[src/rtl/fifo_wr_arbiter_if.sv]
// Write-port bundle between the producers, the arbiter and the FIFO.
// master: producer/FIFO side; slave: the arbiter.
interface fifo_wr_arbiter_if #(
    parameter int DATA_W = 8,
    parameter int CNT_W  = 4
);
    logic              req0;
    logic [DATA_W-1:0] data0;
    logic              gnt0;
    logic              req1;
    logic [DATA_W-1:0] data1;
    logic              gnt1;
    logic [CNT_W-1:0]  fifo_words;
    logic              wr_en;
    logic [DATA_W-1:0] fifo_data;
    logic              stalled;
    logic [15:0]       wr_count;

    modport master (
        output req0, data0, req1, data1, fifo_words,
        input  gnt0, gnt1, wr_en, fifo_data, stalled, wr_count
    );

    modport slave (
        input  req0, data0, req1, data1, fifo_words,
        output gnt0, gnt1, wr_en, fifo_data, stalled, wr_count
    );
endinterface

[src/rtl/fifo_wr_arbiter.sv]
// Round-robin arbiter for the FIFO write port, throttled by
// high/low watermarks on FIFO occupancy plus the in-flight write.
module fifo_wr_arbiter #(
    parameter int DATA_W    = 8,
    parameter int CNT_W     = 4,
    parameter int HIGH_MARK = 5,
    parameter int LOW_MARK  = 2
) (
    input logic              clk,
    input logic              rst,
    fifo_wr_arbiter_if.slave bus
);
    typedef enum logic {
        RUN,
        PAUSE
    } state_t;

    localparam logic [CNT_W:0]   HIGH_LVL = (CNT_W+1)'(HIGH_MARK);
    localparam logic [CNT_W-1:0] LOW_LVL  = CNT_W'(LOW_MARK);

    state_t            state;
    logic              last;
    logic              wr_en_q;
    logic [DATA_W-1:0] data_q;
    logic              stalled_q;
    logic [15:0]       count_q;

    logic [CNT_W:0]    level;
    logic              eligible;
    logic              g0;
    logic              g1;

    // level includes the write registered last cycle but not yet seen in fifo_words
    always_comb begin
        level    = {1'b0, bus.fifo_words} + {{CNT_W{1'b0}}, wr_en_q};
        eligible = !rst && (state == RUN) && (level < HIGH_LVL);
        g0       = eligible && bus.req0 && (!bus.req1 || last);
        g1       = eligible && bus.req1 && (!bus.req0 || !last);
    end

    always_ff @(posedge clk) begin
        if (rst) begin
            state     <= RUN;
            last      <= 1'b1;
            wr_en_q   <= 1'b0;
            data_q    <= '0;
            stalled_q <= 1'b0;
            count_q   <= '0;
        end else begin
            if (wr_en_q) begin
                count_q <= count_q + 16'd1;
            end
            case (state)
                RUN: begin
                    if (level >= HIGH_LVL) begin
                        state     <= PAUSE;
                        stalled_q <= 1'b1;
                        wr_en_q   <= 1'b0;
                    end else begin
                        wr_en_q <= g0 | g1;
                        if (g0) begin
                            data_q <= bus.data0;
                            last   <= 1'b0;
                        end else if (g1) begin
                            data_q <= bus.data1;
                            last   <= 1'b1;
                        end
                    end
                end
                PAUSE: begin
                    wr_en_q <= 1'b0;
                    if (bus.fifo_words <= LOW_LVL) begin
                        state     <= RUN;
                        stalled_q <= 1'b0;
                    end
                end
                default: begin
                    state   <= RUN;
                    wr_en_q <= 1'b0;
                end
            endcase
        end
    end

    assign bus.gnt0      = g0;
    assign bus.gnt1      = g1;
    assign bus.wr_en     = wr_en_q;
    assign bus.fifo_data = data_q;
    assign bus.stalled   = stalled_q;
    assign bus.wr_count  = count_q;
endmodule
[src/flat_wrapper.sv]
// flat-port wrapper written by rule: the top's interface ports become plain ports
module fifo_wr_arbiter_flat 
#(
    parameter int DATA_W    = 8,
    parameter int CNT_W     = 4,
    parameter int HIGH_MARK = 5,
    parameter int LOW_MARK  = 2
)
  (clk, rst, bus_req0, bus_data0, bus_req1, bus_data1, bus_fifo_words, bus_gnt0, bus_gnt1, bus_wr_en, bus_fifo_data, bus_stalled, bus_wr_count);
  fifo_wr_arbiter_if #(.DATA_W(DATA_W), .CNT_W(CNT_W)) bus_i ();
  input logic clk;
  input logic rst;
  input wire logic [$bits(bus_i.req0)-1:0] bus_req0;
  input wire logic [$bits(bus_i.data0)-1:0] bus_data0;
  input wire logic [$bits(bus_i.req1)-1:0] bus_req1;
  input wire logic [$bits(bus_i.data1)-1:0] bus_data1;
  input wire logic [$bits(bus_i.fifo_words)-1:0] bus_fifo_words;
  output wire logic [$bits(bus_i.gnt0)-1:0] bus_gnt0;
  output wire logic [$bits(bus_i.gnt1)-1:0] bus_gnt1;
  output wire logic [$bits(bus_i.wr_en)-1:0] bus_wr_en;
  output wire logic [$bits(bus_i.fifo_data)-1:0] bus_fifo_data;
  output wire logic [$bits(bus_i.stalled)-1:0] bus_stalled;
  output wire logic [$bits(bus_i.wr_count)-1:0] bus_wr_count;
  assign bus_i.req0 = bus_req0;
  assign bus_i.data0 = bus_data0;
  assign bus_i.req1 = bus_req1;
  assign bus_i.data1 = bus_data1;
  assign bus_i.fifo_words = bus_fifo_words;
  assign bus_gnt0 = bus_i.gnt0;
  assign bus_gnt1 = bus_i.gnt1;
  assign bus_wr_en = bus_i.wr_en;
  assign bus_fifo_data = bus_i.fifo_data;
  assign bus_stalled = bus_i.stalled;
  assign bus_wr_count = bus_i.wr_count;
  fifo_wr_arbiter #(.DATA_W(DATA_W), .CNT_W(CNT_W), .HIGH_MARK(HIGH_MARK), .LOW_MARK(LOW_MARK)) u_core (.clk(clk), .rst(rst), .bus(bus_i));
endmodule
[config.mk]
export PLATFORM = sky130hd
export DESIGN_NAME = fifo_wr_arbiter_flat
export DESIGN_NICKNAME = d
export VERILOG_FILES = /design/src/rtl/fifo_wr_arbiter_if.sv /design/src/rtl/fifo_wr_arbiter.sv /design/src/flat_wrapper.sv
export SDC_FILE = /design/constraint.sdc
export NUM_CORES = 1
export LEC_CHECK = 0
export ABC_CLOCK_PERIOD_IN_PS = 1700
export BUFFER_PORTS_ARGS = -buffer_cell sky130_fd_sc_hd__buf_2
export CORE_MARGIN = 1
export CORE_UTILIZATION = 43
export DETAILED_ROUTE_END_ITERATION = 10
export GPL_TIMING_DRIVEN = 0
export PLACE_DENSITY = 0.74
export SETUP_SLACK_MARGIN = 0.02
export SLEW_MARGIN = 5
export SYNTH_ARGS = -nofsm -noshare
export SYNTH_HDL_FRONTEND = slang
export SYNTH_SLANG_ARGS = --single-unit
[constraint.sdc]
create_clock -name clk -period 1.7 [get_ports clk]
set_input_delay 0.085 -clock clk [delete_from_list [all_inputs] [get_ports clk]]
set_output_delay 0.085 -clock clk [all_outputs]
set_load 0.01 [all_outputs]
==> metrics, run 1 <==
result of the run=complete, but fails checks; violated checks=setup timing; critical path arrival=about 1.8 ns; Post-Place Cells=around 240; area of all sequential standard cells=roughly 560 µm²; launching instance or port of the critical path=u_core.bus.wr_en$_SDFF_PP0_; effective utilization at floorplan=0.452; most used flip-flop cell after synthesis=sky130_fd_sc_hd__dfxtp_1; Vert. Die Dim=58.4 µm; cell accounting for the most synthesized area=sky130_fd_sc_hd__dfxtp_1; final routed wirelength across all metal layers=approximately 3400 µm; crit path kind=reg2out; top cell types by occurrence after synthesis=28 x sky130_fd_sc_hd__dfxtp_1, 15 x sky130_fd_sc_hd__nor2_1, 12 x sky130_fd_sc_hd__a21oi_1, 10 x sky130_fd_sc_hd__mux2i_1, 9 x sky130_fd_sc_hd__xnor2_1; main combinational cell family by area after synthesis=simple AND/OR/NAND/NOR gates; Pins Over Slew Limit=0; RSZ-0062 raised after global routing=yes; crit share post-route=1.10; fraction of final layout cells sized beyond drive strength 1=0.471; port bufs=50; clk buf depth=2; fill cell count=approximately 280; worst hold path type=in2reg; final standard cell count with taps included and fillers excluded=250; pin count of the biggest net entering global routing=17; CP Max Fanout=3; average wire per cell in the routed design=13.5 µm; worst max-slew margin expressed relative to the limit=0.657; number of buffers created by CTS=3; Crit path required time=1.62 ns; first-pass GRT wire length=5390 µm; count of unique library cells instantiated by Yosys=35; total area of multi-input combinational cells=847 µm²; total of warnings raised by yosys=0; core box area=just over 3000 µm²; most common cell in the netlist=sky130_fd_sc_hd__dfxtp_1; full die area=3410 µm²; power density over cell area=roughly 670 nW/µm²; xor/xnor cell area share of the yosys netlist=0.0832; PnR worst setup slack=-0.175 ns; Area growth, synth to finish=39.1%; share of the synthesized area in the top cell type=0.410; syn avg cell area=9.57 µm²; register-to-register setup slack=-0.02 ns; number of antenna violations at the first check in global routing=0; gate count of the mapped netlist=143; total standard cell area after synthesis=1370 µm²; crit path time final=1.88 ns; reg-to-reg critical path startpoint=u_core.bus.wr_en$_SDFF_PP0_; EDFF count, synth=0; Residual DRC=0; Setup-failing EPs final=3; number of global-route vias before repair=1221; pin slew with the least headroom to its limit=0.514 ns; worst setup path endpoint=bus_gnt0; number of synthesized register bits=28; clock-pin slew on the worst setup and hold paths=~0.15 ns; Antenna Diode Count=0; element type at the critical path end=output pin; number of cells on the worst reg-to-reg path=8; simple-gate share of the synthesized area=0.203; ports placed on the boundary=52; share of synthesized area spent on multiplexers=0.0731; CTS tree=done; Layout Skew=0.00441 ns; width of the chip=58.4 µm; post-synthesis sequential area ratio=0.410; r2r endpoint=u_core.last$_SDFFE_PP1P_; weighted congestion at the end of routability-driven global placement=about 0.71; post-synthesis async set-or-reset flop share=0; maximum clock frequency=0.533 GHz; maximum ir drop on the vdd rail=around 0.00052 V; Clock Sinks=28; detailed-routing iteration count for the pre-antenna-repair pass=4; Compound-Gate Fraction of Synth Area=0.160; standby leakage power=between 0.0008 and 0.0009 µW; Congestion Overflow GR=0; row count=20; violation count after the first detailed-routing iteration=31; number of H-tree branching levels=1; Worst-Skew Late Latency=approximately 0.34 ns; Hold Vio Cnt, Final=0; overall via count from detail_route=about 1300; Clock Tree Root=sky130_fd_sc_hd__clkbuf_4; gr usage total=0.203; top area cells in the synthesized netlist=sky130_fd_sc_hd__dfxtp_1 41%, sky130_fd_sc_hd__a211oi_2 7.3%, sky130_fd_sc_hd__mux2i_1 7.3%, sky130_fd_sc_hd__xnor2_1 5.8%, sky130_fd_sc_hd__a21oi_1 4.4%; overall power after layout=1280 µW; post-detailed-route via-to-cell ratio=5.21; maximum capacitance violations=0; Total Negative Setup Slacks=-0.353 ns; detailed placement HPWL=2350 µm; Post-Synthesis Net Count=between 150 and 200; adder-cell area share of the yosys netlist=0.0274; startpoint type of the worst setup path=flip-flop; number of nets in the layout=234; count of nets left with antenna violations after detail routing=0
## per-layer routing
layer  up-vias  global-route usage  wire (µm)
met2        41               0.404       1730
met3         2              0.0505        203
li1        635                   -          -
met5         -                   0          0
met4         0              0.0374          7
met1       625               0.214       1420
## power breakdown
| group | leakage [µW] | switching, µW | internal [µW] | total [µW] |
|---|---|---|---|---|
| Clock | 0.0000261 | 206 | 180 | 386 |
| Sequential | 0.000228 | 13.8 | 674 | 688 |
| Combinational | 0.000598 | 104 | 105 | 208 |
| Total | 0.000852 | 323 | 959 | 1280 |
## sequential cells by signal, summed over array words and instances, names as in the netlist
name / flops
u_core.state: 1
u_core.bus.fifo_data: 8
u_core.bus.wr_en: 1
u_core.bus.wr_count: 16
u_core.bus.stalled: 1
u_core.last: 1
## cells by family (layout without fill, tap and decap cells)
| logic type | count (synthesis) | count (layout) |
|---|---|---|
| simple gates | 51 | 52 |
| flops | 28 | 28 |
| mux | 10 | 10 |
| xor+xnor | 13 | 13 |
| fa+ha+maj | 3 | 3 |
| buf+inv | 10 | 72 |
| compound gates | 28 | 28 |
## through the flow
| step | area (µm²) | util | setup WS (ns) | hold slack [ns] |
|---|---|---|---|---|
| 6_report | 1900 | 0.629 | -0.175 | 0.0469 |
| 5_1_grt | 1900 | 0.629 | -0.277 | 0.0362 |
| 4_1_cts | 1870 | 0.618 | -0.164 | 0.0446 |
| 3_5_place_dp | 1710 | 0.565 | -0.0710 | 0.352 |
| 3_3_place_gp | 1710 | 0.565 | -0.0364 | 0.347 |
| 2_1_floorplan | 1410 | - | 0.00974 | 0.272 |
## area by class of cell
cell class	instances	area share
well taps	44	0.0289
flip-flops and latches	28	0.296
multi-input cells	106	0.445
clock buffers	4	0.0250
inverters	2	0.00394
plain buffers	7	0.0230
repair buffers	59	0.178
## cells in the final DEF (no fill, tap or decap), types with 3 or more instances in the layout
master                      n
sky130_fd_sc_hd__a211oi_2   8
sky130_fd_sc_hd__a21oi_1    4
sky130_fd_sc_hd__a21oi_2    8
sky130_fd_sc_hd__and2_4     3
sky130_fd_sc_hd__buf_2     52
sky130_fd_sc_hd__buf_4      7
sky130_fd_sc_hd__clkbuf_4   3
sky130_fd_sc_hd__dfxtp_1   27
sky130_fd_sc_hd__mux2i_1    9
sky130_fd_sc_hd__nand2_1    6
sky130_fd_sc_hd__nand3_1    6
sky130_fd_sc_hd__nand4_1    3
sky130_fd_sc_hd__nor2_1    15
sky130_fd_sc_hd__nor3_1     4
sky130_fd_sc_hd__xnor2_1    9
sky130_fd_sc_hd__xor2_1     4
## worst max-delay path: stages (launching register included)
cell and delay (ns):
sky130_fd_sc_hd__dfxtp_4 0.38, sky130_fd_sc_hd__ha_4 0.16, sky130_fd_sc_hd__ha_4 0.16, sky130_fd_sc_hd__nand2b_4 0.13, sky130_fd_sc_hd__mux2i_2 0.16, sky130_fd_sc_hd__buf_4 0.14
sky130_fd_sc_hd__and3b_1 0.17, sky130_fd_sc_hd__buf_2 0.14
## worst min path at each step
stage / depth (start not counted) / slack (ns) / startpoint / to
floorplan: 2 / 0.27 / bus_req1 / bus_gnt1
global placement: 2 / 0.35 / rst / u_core.bus.fifo_data[4]$_SDFFE_PP0P_
detailed placement: 2 / 0.35 / rst / u_core.bus.fifo_data[3]$_SDFFE_PP0P_
CTS: 3 / 0.04 / rst / u_core.state$_SDFF_PP0_
global route: 3 / 0.04 / rst / u_core.state$_SDFF_PP0_
finish: 3 / 0.05 / rst / u_core.state$_SDFF_PP0_
## what timing repair did
action                                  in CTS  in global routing
pin swaps                                   10                  5
hold endpoints to repair                     4                  0
endpoints found under the setup margin      12                 13
resized for setup                           13                  6
cloned                                       1                  0
setup buffers                                6                  3
hold buffers                                 2                  0
(Power assumes the default switching activity.)
==> run 2, diff against run 1 <==
- ABC_CLOCK_PERIOD_IN_PS: 1700 -> 1600
- clock period: 1.7 -> 1.6 ns (I/O delays scaled with it)
==> metrics, run 2 (synthesis results as in run 1) <==
result of the run=complete, but fails checks (unchanged); violated checks=setup timing (unchanged); critical path arrival=1.73 ns (was 1.79 ns); most frequent CP cell=sky130_fd_sc_hd__ha_4 (unchanged); crit path time final=1.81 ns; largest stage delay on the critical path=0.38 ns (about the same); Worst-Skew Late Latency=0.33 ns (was 0.34 ns); ports placed on the boundary=52 (unchanged); number of nets in the layout=230 (was 234); Residual DRC=0 (unchanged); Area growth, synth to finish=38.0% (was 39.1%); Antenna Diode Count=0 (unchanged); Pins Over Slew Limit=0 (unchanged); startpoint type of the worst setup path=flip-flop (unchanged); maximum clock frequency=between 0.5 and 0.6 GHz; number of stages on the worst hold path=3 (unchanged); standby leakage power=0.000852 µW (about the same); RSZ-0062 raised after global routing=yes (unchanged); maximum capacitance violations=0 (unchanged); first-pass GRT wire length=4970 µm (was 5390 µm); worst max-slew margin expressed relative to the limit=0.652 (was 0.657); CP Max Fanout=2 (was 3); met3 layer usage reported by global route=0.0352 (was 0.0505); Vert. Die Dim=58.4 µm (unchanged); Post-Place Cells=237 (unchanged); post-detailed-route via-to-cell ratio=5.08 (was 5.21); clk buf depth=2 (unchanged); Hold Vio Cnt, Final=0 (unchanged); pin slew with the least headroom to its limit=0.521 ns (was 0.514 ns); number of H-tree branching levels=1 (unchanged); detailed-routing iteration count for the pre-antenna-repair pass=4 (unchanged); port bufs=50 (unchanged); number of buffers created by CTS=3 (unchanged); final routed wirelength across all metal layers=3120 µm (was 3370 µm); overall power after layout=1330 µW (was 1280 µW); Critical-path top delay cell=sky130_fd_sc_hd__dfxtp_4 (unchanged); pin count of the biggest net entering global routing=17 (unchanged); clock-pin slew on the worst setup and hold paths=0.14 ns (was 0.15 ns); final standard cell count with taps included and fillers excluded=246 (was 250); count of nets left with antenna violations after detail routing=0 (unchanged); PnR worst setup slack=-0.212 ns (was -0.175 ns); Setup-failing EPs final=11 (was 3); number of global-route vias before repair=1153 (was 1221); Clock Sinks=28 (unchanged); reg-to-reg critical path startpoint=u_core.bus.wr_en$_SDFF_PP0_ (unchanged); fraction of final layout cells sized beyond drive strength 1=0.450 (was 0.471); cell-by-cell trace of the critical path=ha_4 > ha_4 > o22ai_2 > or2_4 > and3b_1 > buf_2 (was ha_4 > ha_4 > nand2b_4 > mux2i_2 > buf_4 > and3b_1 > buf_2); crit share post-route=1.13; fill cell count=269 (was 278); hold worst-path end=u_core.state$_SDFF_PP0_ (unchanged); power density over cell area=703 nW/µm² (was 673 nW/µm²); overall via count from detail_route=1250 (was 1303); average wire per cell in the routed design=12.7 µm (was 13.5 µm); number of cells on the worst reg-to-reg path=7 (was 8); crit path kind=reg2out (unchanged); element type at the critical path end=output pin (unchanged); effective utilization at floorplan=0.452 (unchanged); width of the chip=58.4 µm (unchanged); met2 global-route usage=0.350 (was 0.404); worst hold path type=in2reg (unchanged); gr usage total=0.189 (was 0.203); most common cell after layout, fill and taps aside=sky130_fd_sc_hd__buf_2 (unchanged); number of antenna violations at the first check in global routing=0 (unchanged); full die area=3410 µm² (unchanged); Clock Tree Root=sky130_fd_sc_hd__clkbuf_4 (unchanged); commonest non-fill, non-tap cells in the layout=52 x sky130_fd_sc_hd__buf_2, 26 x sky130_fd_sc_hd__dfxtp_1, 14 x sky130_fd_sc_hd__nor2_1 (was 52 x sky130_fd_sc_hd__buf_2, 27 x sky130_fd_sc_hd__dfxtp_1, 15 x sky130_fd_sc_hd__nor2_1); Total Negative Setup Slacks=-1.32 ns (was -0.353 ns); global-route layer with the greatest usage=met2 (unchanged); CTS tree=done (unchanged); weighted congestion at the end of routability-driven global placement=0.825 (was 0.711); register-to-register setup slack=-0.12 ns (was -0.02 ns); GR met1 Demand/Resource=0.223 (was 0.214); row count=20 (unchanged); r2r endpoint=u_core.bus.fifo_data[5]$_SDFFE_PP0P_ (was u_core.last$_SDFFE_PP1P_); detailed placement HPWL=2300 µm (was 2350 µm); maximum ir drop on the vdd rail=0.000516 V (was 0.000519 V); violation count after the first detailed-routing iteration=24 (was 31); hold path startpoint=rst (unchanged); core box area=3030 µm² (unchanged); max FFs per register=16 (unchanged); Crit path required time=1.52 ns (was 1.62 ns); Congestion Overflow GR=0 (unchanged); Layout Skew=0.0118 ns (was 0.00441 ns)
## run 2: cell types whose count changed in the layout (fill, tap and decap cells not counted), sizes merged
cell  previous run  this run
buf             62        59
and2             3         2
## run 2: worst max path at each step
stage / from / end / slack (ns) / cells after the start
after floorplan: u_core.bus.wr_en$_SDFF_PP0_ / u_core.bus.fifo_data[0]$_SDFFE_PP0P_ / -0.09 / 8
after global placement: u_core.bus.wr_en$_SDFF_PP0_ / u_core.bus.fifo_data[7]$_SDFFE_PP0P_ / -0.13 / 8
after detailed placement: u_core.bus.wr_en$_SDFF_PP0_ / u_core.bus.fifo_data[1]$_SDFFE_PP0P_ / -0.17 / 8
after CTS: u_core.bus.wr_en$_SDFF_PP0_ / bus_gnt0 / -0.24 / 6
after global routing: u_core.bus.wr_en$_SDFF_PP0_ / bus_gnt1 / -0.31 / 8
final: u_core.bus.wr_en$_SDFF_PP0_ / bus_gnt0 / -0.21 / 6
## run 2: routing by layer
layer	share of wire	up-vias
met5	0	-
met4	0.0096	0
met3	0.056	6
met2	0.49	41
met1	0.45	573
li1	-	630
## run 2: report_power, final
group | switching (µW) | leakage (µW) | internal [µW]
Combinational | 101 | 0.000598 | 101
Sequential | 13.4 | 0.000228 | 716
Clock | 205 | 0.0000261 | 191
## run 2: timing repair
action | in CTS | in global routing
hold buffers | 2 | 0
hold endpoints to repair | 4 | 0
endpoints found under the setup margin | 14 | 18
pin swaps | 8 | 3
gates resized for setup | 8 | 10
buffers inserted | 4 | 0
## run 2: metrics by stage
step / instance area (µm²) / utilization / hold WS, ns / setup slack [ns]
6_report: 1890 / 0.624 / 0.0503 / -0.212
5_1_grt: 1890 / 0.624 / 0.0512 / -0.315
4_1_cts: 1840 / 0.607 / 0.0477 / -0.237
3_5_place_dp: 1710 / 0.565 / 0.350 / -0.172
3_3_place_gp: 1710 / 0.565 / 0.342 / -0.129
2_1_floorplan: 1410 / - / 0.262 / -0.0899
## run 2: area by class of cell
cell class                 count  area (µm²)  area share
multi-input combinational    105         862       0.456
sequential                    28         566       0.299
timing repair buffer          56         304       0.161
tap                           44        55.1      0.0291
clock buffer                   4        47.5      0.0252
buffer                         7        47.5      0.0252
inverter                       2        7.51     0.00397
## run 2: critical path: cells and delay by family (launching register included)
family	cells	cell delay, ns
flops	1	0.38
fa+ha+maj	2	0.42
simple gates	2	0.42
compound gates	1	0.06
buf+inv	1	0.14
==> run 3, diff against run 2 <==
- ABC_CLOCK_PERIOD_IN_PS: 1600 -> 1880
- CORE_UTILIZATION: 43 -> 48
- PLACE_DENSITY: 0.74 -> 0.78
- clock period: 1.6 -> 1.88 ns (I/O delays scaled with it)
==> metrics, run 3 (synthesis results as in run 1) <==
clock-pin slew on the worst setup and hold paths=0.15 ns (was 0.14 ns); number of buffers created by CTS=3 (unchanged); dominant delay contributor by cell family on the critical path=simple AND/OR/NAND/NOR gates (was adder cells); Post-Place Cells=224 (was 237); width of the chip=55.4 µm (was 58.4 µm); Vert. Die Dim=55.4 µm (was 58.4 µm); crit share post-route=0.982; Area growth, synth to finish=32.6% (was 38.0%); Worst-Skew Late Latency=0.32 ns (was 0.33 ns); routed metal-1 wire length=1350 µm (was 1390 µm); final routed wirelength across all metal layers=3070 µm (was 3120 µm); Congestion Overflow GR=0 (unchanged); post-detailed-route via-to-cell ratio=5.36 (was 5.08); placed cell area=1660 µm² (was 1710 µm²); core box area=2730 µm² (was 3030 µm²); final standard cell count with taps included and fillers excluded=233 (was 246); number of stages on the worst hold path=3 (unchanged); Antenna Diode Count=0 (unchanged); final std cell area, no fill=1820 µm² (was 1890 µm²); commonest non-fill, non-tap cells in the layout=52 x sky130_fd_sc_hd__buf_2, 27 x sky130_fd_sc_hd__dfxtp_1, 15 x sky130_fd_sc_hd__nor2_1 (was 52 x sky130_fd_sc_hd__buf_2, 26 x sky130_fd_sc_hd__dfxtp_1, 14 x sky130_fd_sc_hd__nor2_1); Crit path required time=1.79 ns (was 1.52 ns); hold worst-path end=u_core.bus.fifo_data[1]$_SDFFE_PP0P_ (was u_core.state$_SDFF_PP0_); first-pass GRT wire length=5100 µm (was 4970 µm); Layout Skew=0.00471 ns (was 0.0118 ns); result of the run=complete, no violations (was complete, but fails checks); Hold Vio Cnt, Final=0 (unchanged); weighted congestion at the end of routability-driven global placement=0.758 (was 0.825); average wire per cell in the routed design=13.2 µm (was 12.7 µm); CTS tree=done (unchanged); Residual DRC=0 (unchanged); effective utilization at floorplan=0.501 (was 0.452); most common cell after layout, fill and taps aside=sky130_fd_sc_hd__buf_2 (unchanged); number of antenna violations at the first check in global routing=0 (unchanged); violation count after the first detailed-routing iteration=37 (was 24); worst max-slew margin expressed relative to the limit=0.657 (was 0.652); worst path buffer plus inverter count=1 (unchanged); length of routed met3 wiring=166 µm (was 176 µm); ports placed on the boundary=52 (unchanged); number of cells on the worst reg-to-reg path=8 (was 7); reg-to-reg critical path startpoint=u_core.bus.wr_en$_SDFF_PP0_ (unchanged); max FFs per register=16 (unchanged); pin slew with the least headroom to its limit=0.514 ns (was 0.521 ns); row count=19 (was 20); maximum capacitance violations=0 (unchanged); r2r endpoint=u_core.bus.fifo_data[4]$_SDFFE_PP0P_ (was u_core.bus.fifo_data[5]$_SDFFE_PP0P_); count of nets left with antenna violations after detail routing=0 (unchanged); Critical-path top delay cell=sky130_fd_sc_hd__dfxtp_2 (was sky130_fd_sc_hd__dfxtp_4); element type at the critical path end=output pin (unchanged); total length of routed met2 wires=1530 µm (was 1520 µm); worst hold path type=in2reg (unchanged); detailed placement HPWL=2200 µm (was 2300 µm); crit path kind=reg2out (unchanged); clk buf depth=2 (unchanged); Clock Sinks=28 (unchanged); overall via count from detail_route=1250 (unchanged); number of global-route vias before repair=1147 (was 1153); power density over cell area=598 nW/µm² (was 703 nW/µm²); Setup-failing EPs final=0 (was 11); most frequent CP cell=sky130_fd_sc_hd__ha_4 (unchanged); fraction of final layout cells sized beyond drive strength 1=0.416 (was 0.450); CP Max Fanout=2 (unchanged); Clock Tree Root=sky130_fd_sc_hd__clkbuf_4 (unchanged); detailed-routing iteration count for the pre-antenna-repair pass=4 (unchanged); RSZ-0062 raised after global routing=yes (unchanged); startpoint type of the worst setup path=flip-flop (unchanged); highest routing layer actually used=met4 (unchanged); crit path time final=1.85 ns; port bufs=50 (unchanged); standby leakage power=0.000824 µW (was 0.000852 µW); pin count of the biggest net entering global routing=16 (was 17); maximum ir drop on the vdd rail=0.000426 V (was 0.000516 V); largest stage delay on the critical path=0.36 ns (was 0.38 ns); cell-by-cell trace of the critical path=ha_4 > ha_4 > o22ai_4 > or2_4 > and3b_1 > buf_2 (was ha_4 > ha_4 > o22ai_2 > or2_4 > and3b_1 > buf_2); number of nets in the layout=230 (unchanged); register-to-register setup slack=0.11 ns (was -0.12 ns); Pins Over Slew Limit=0 (unchanged); full die area=3070 µm² (was 3410 µm²); number of H-tree branching levels=1 (unchanged); gr usage total=0.202 (was 0.189); critical path arrival=1.75 ns (was 1.73 ns); hold path startpoint=bus_data0[1] (was rst); maximum clock frequency=0.542 GHz
run 3: cell counts in the layout (fill, tap and decap cells not counted):
No cell type changed its count.
run 3: stage by stage:
step                total power (µW)  worst slack [ns]   util  setup TNS, ns  hold slack (ns)
CTS                             1080            0.0154  0.649              0           0.0105
finish                          1090            0.0341  0.664              0            0.125
global placement                 775            0.0642  0.606              0            0.354
detailed placement               782           0.00200  0.606              0            0.364
floorplan                        725             0.130      -              0            0.290
global route                    1140           -0.0346  0.664        -0.0483            0.142
run 3: how the worst max path moves through the flow:
stage                                     start                                    to  slack, ns  depth (start not counted)
finish              u_core.bus.wr_en$_SDFF_PP0_                              bus_gnt0       0.03                          6
floorplan           u_core.bus.wr_en$_SDFF_PP0_  u_core.bus.fifo_data[0]$_SDFFE_PP0P_       0.13                          8
global route        u_core.bus.wr_en$_SDFF_PP0_                              bus_gnt0      -0.03                          6
detailed placement  u_core.bus.wr_en$_SDFF_PP0_  u_core.bus.fifo_data[7]$_SDFFE_PP0P_      0.002                          8
global placement    u_core.bus.wr_en$_SDFF_PP0_  u_core.bus.fifo_data[1]$_SDFFE_PP0P_       0.06                          8
CTS                 u_core.bus.wr_en$_SDFF_PP0_                              bus_gnt1       0.02                          8
run 3: area by class of cell:
class                           count  area (µm²)
Buffer                              8        58.8
Clock buffer                        4        36.3
Fill cell                         238         918
Inverter                            2        7.51
Multi-Input combinational cell    105         820
Sequential cell                    28         562
Tap cell                           31        38.8
Timing Repair Buffer               55         293
run 3: tightest hold or removal path, stage by stage:
cell and delay [ns]:
sky130_fd_sc_hd__buf_2 0.10, sky130_fd_sc_hd__mux2i_1 0.14, sky130_fd_sc_hd__a211oi_2 0.08
run 3: timing repair:
| action | in CTS | in global routing |
|---|---|---|
| setup endpoints to repair | 10 | 2 |
| hold buffers | 0 | 2 |
| pin swaps | 4 | 4 |
| buffers inserted | 3 | 0 |
| hold endpoints to repair | 0 | 2 |
| gates resized for setup | 12 | 4 |
run 3: where the power goes:
group / switching [µW] / internal [µW] / leakage (µW) / total [µW]
logic: 89.0 / 89.4 / 0.000576 / 178
registers: 10.2 / 610 / 0.000228 / 621
clock network: 169 / 118 / 0.0000210 / 287
total: 268 / 818 / 0.000824 / 1090
run 3: layer usage:
layer	global-route usage	vias up
met4	0.0429	0
met3	0.0328	2
met5	0	-
met1	0.260	577
li1	-	631
met2	0.356	40
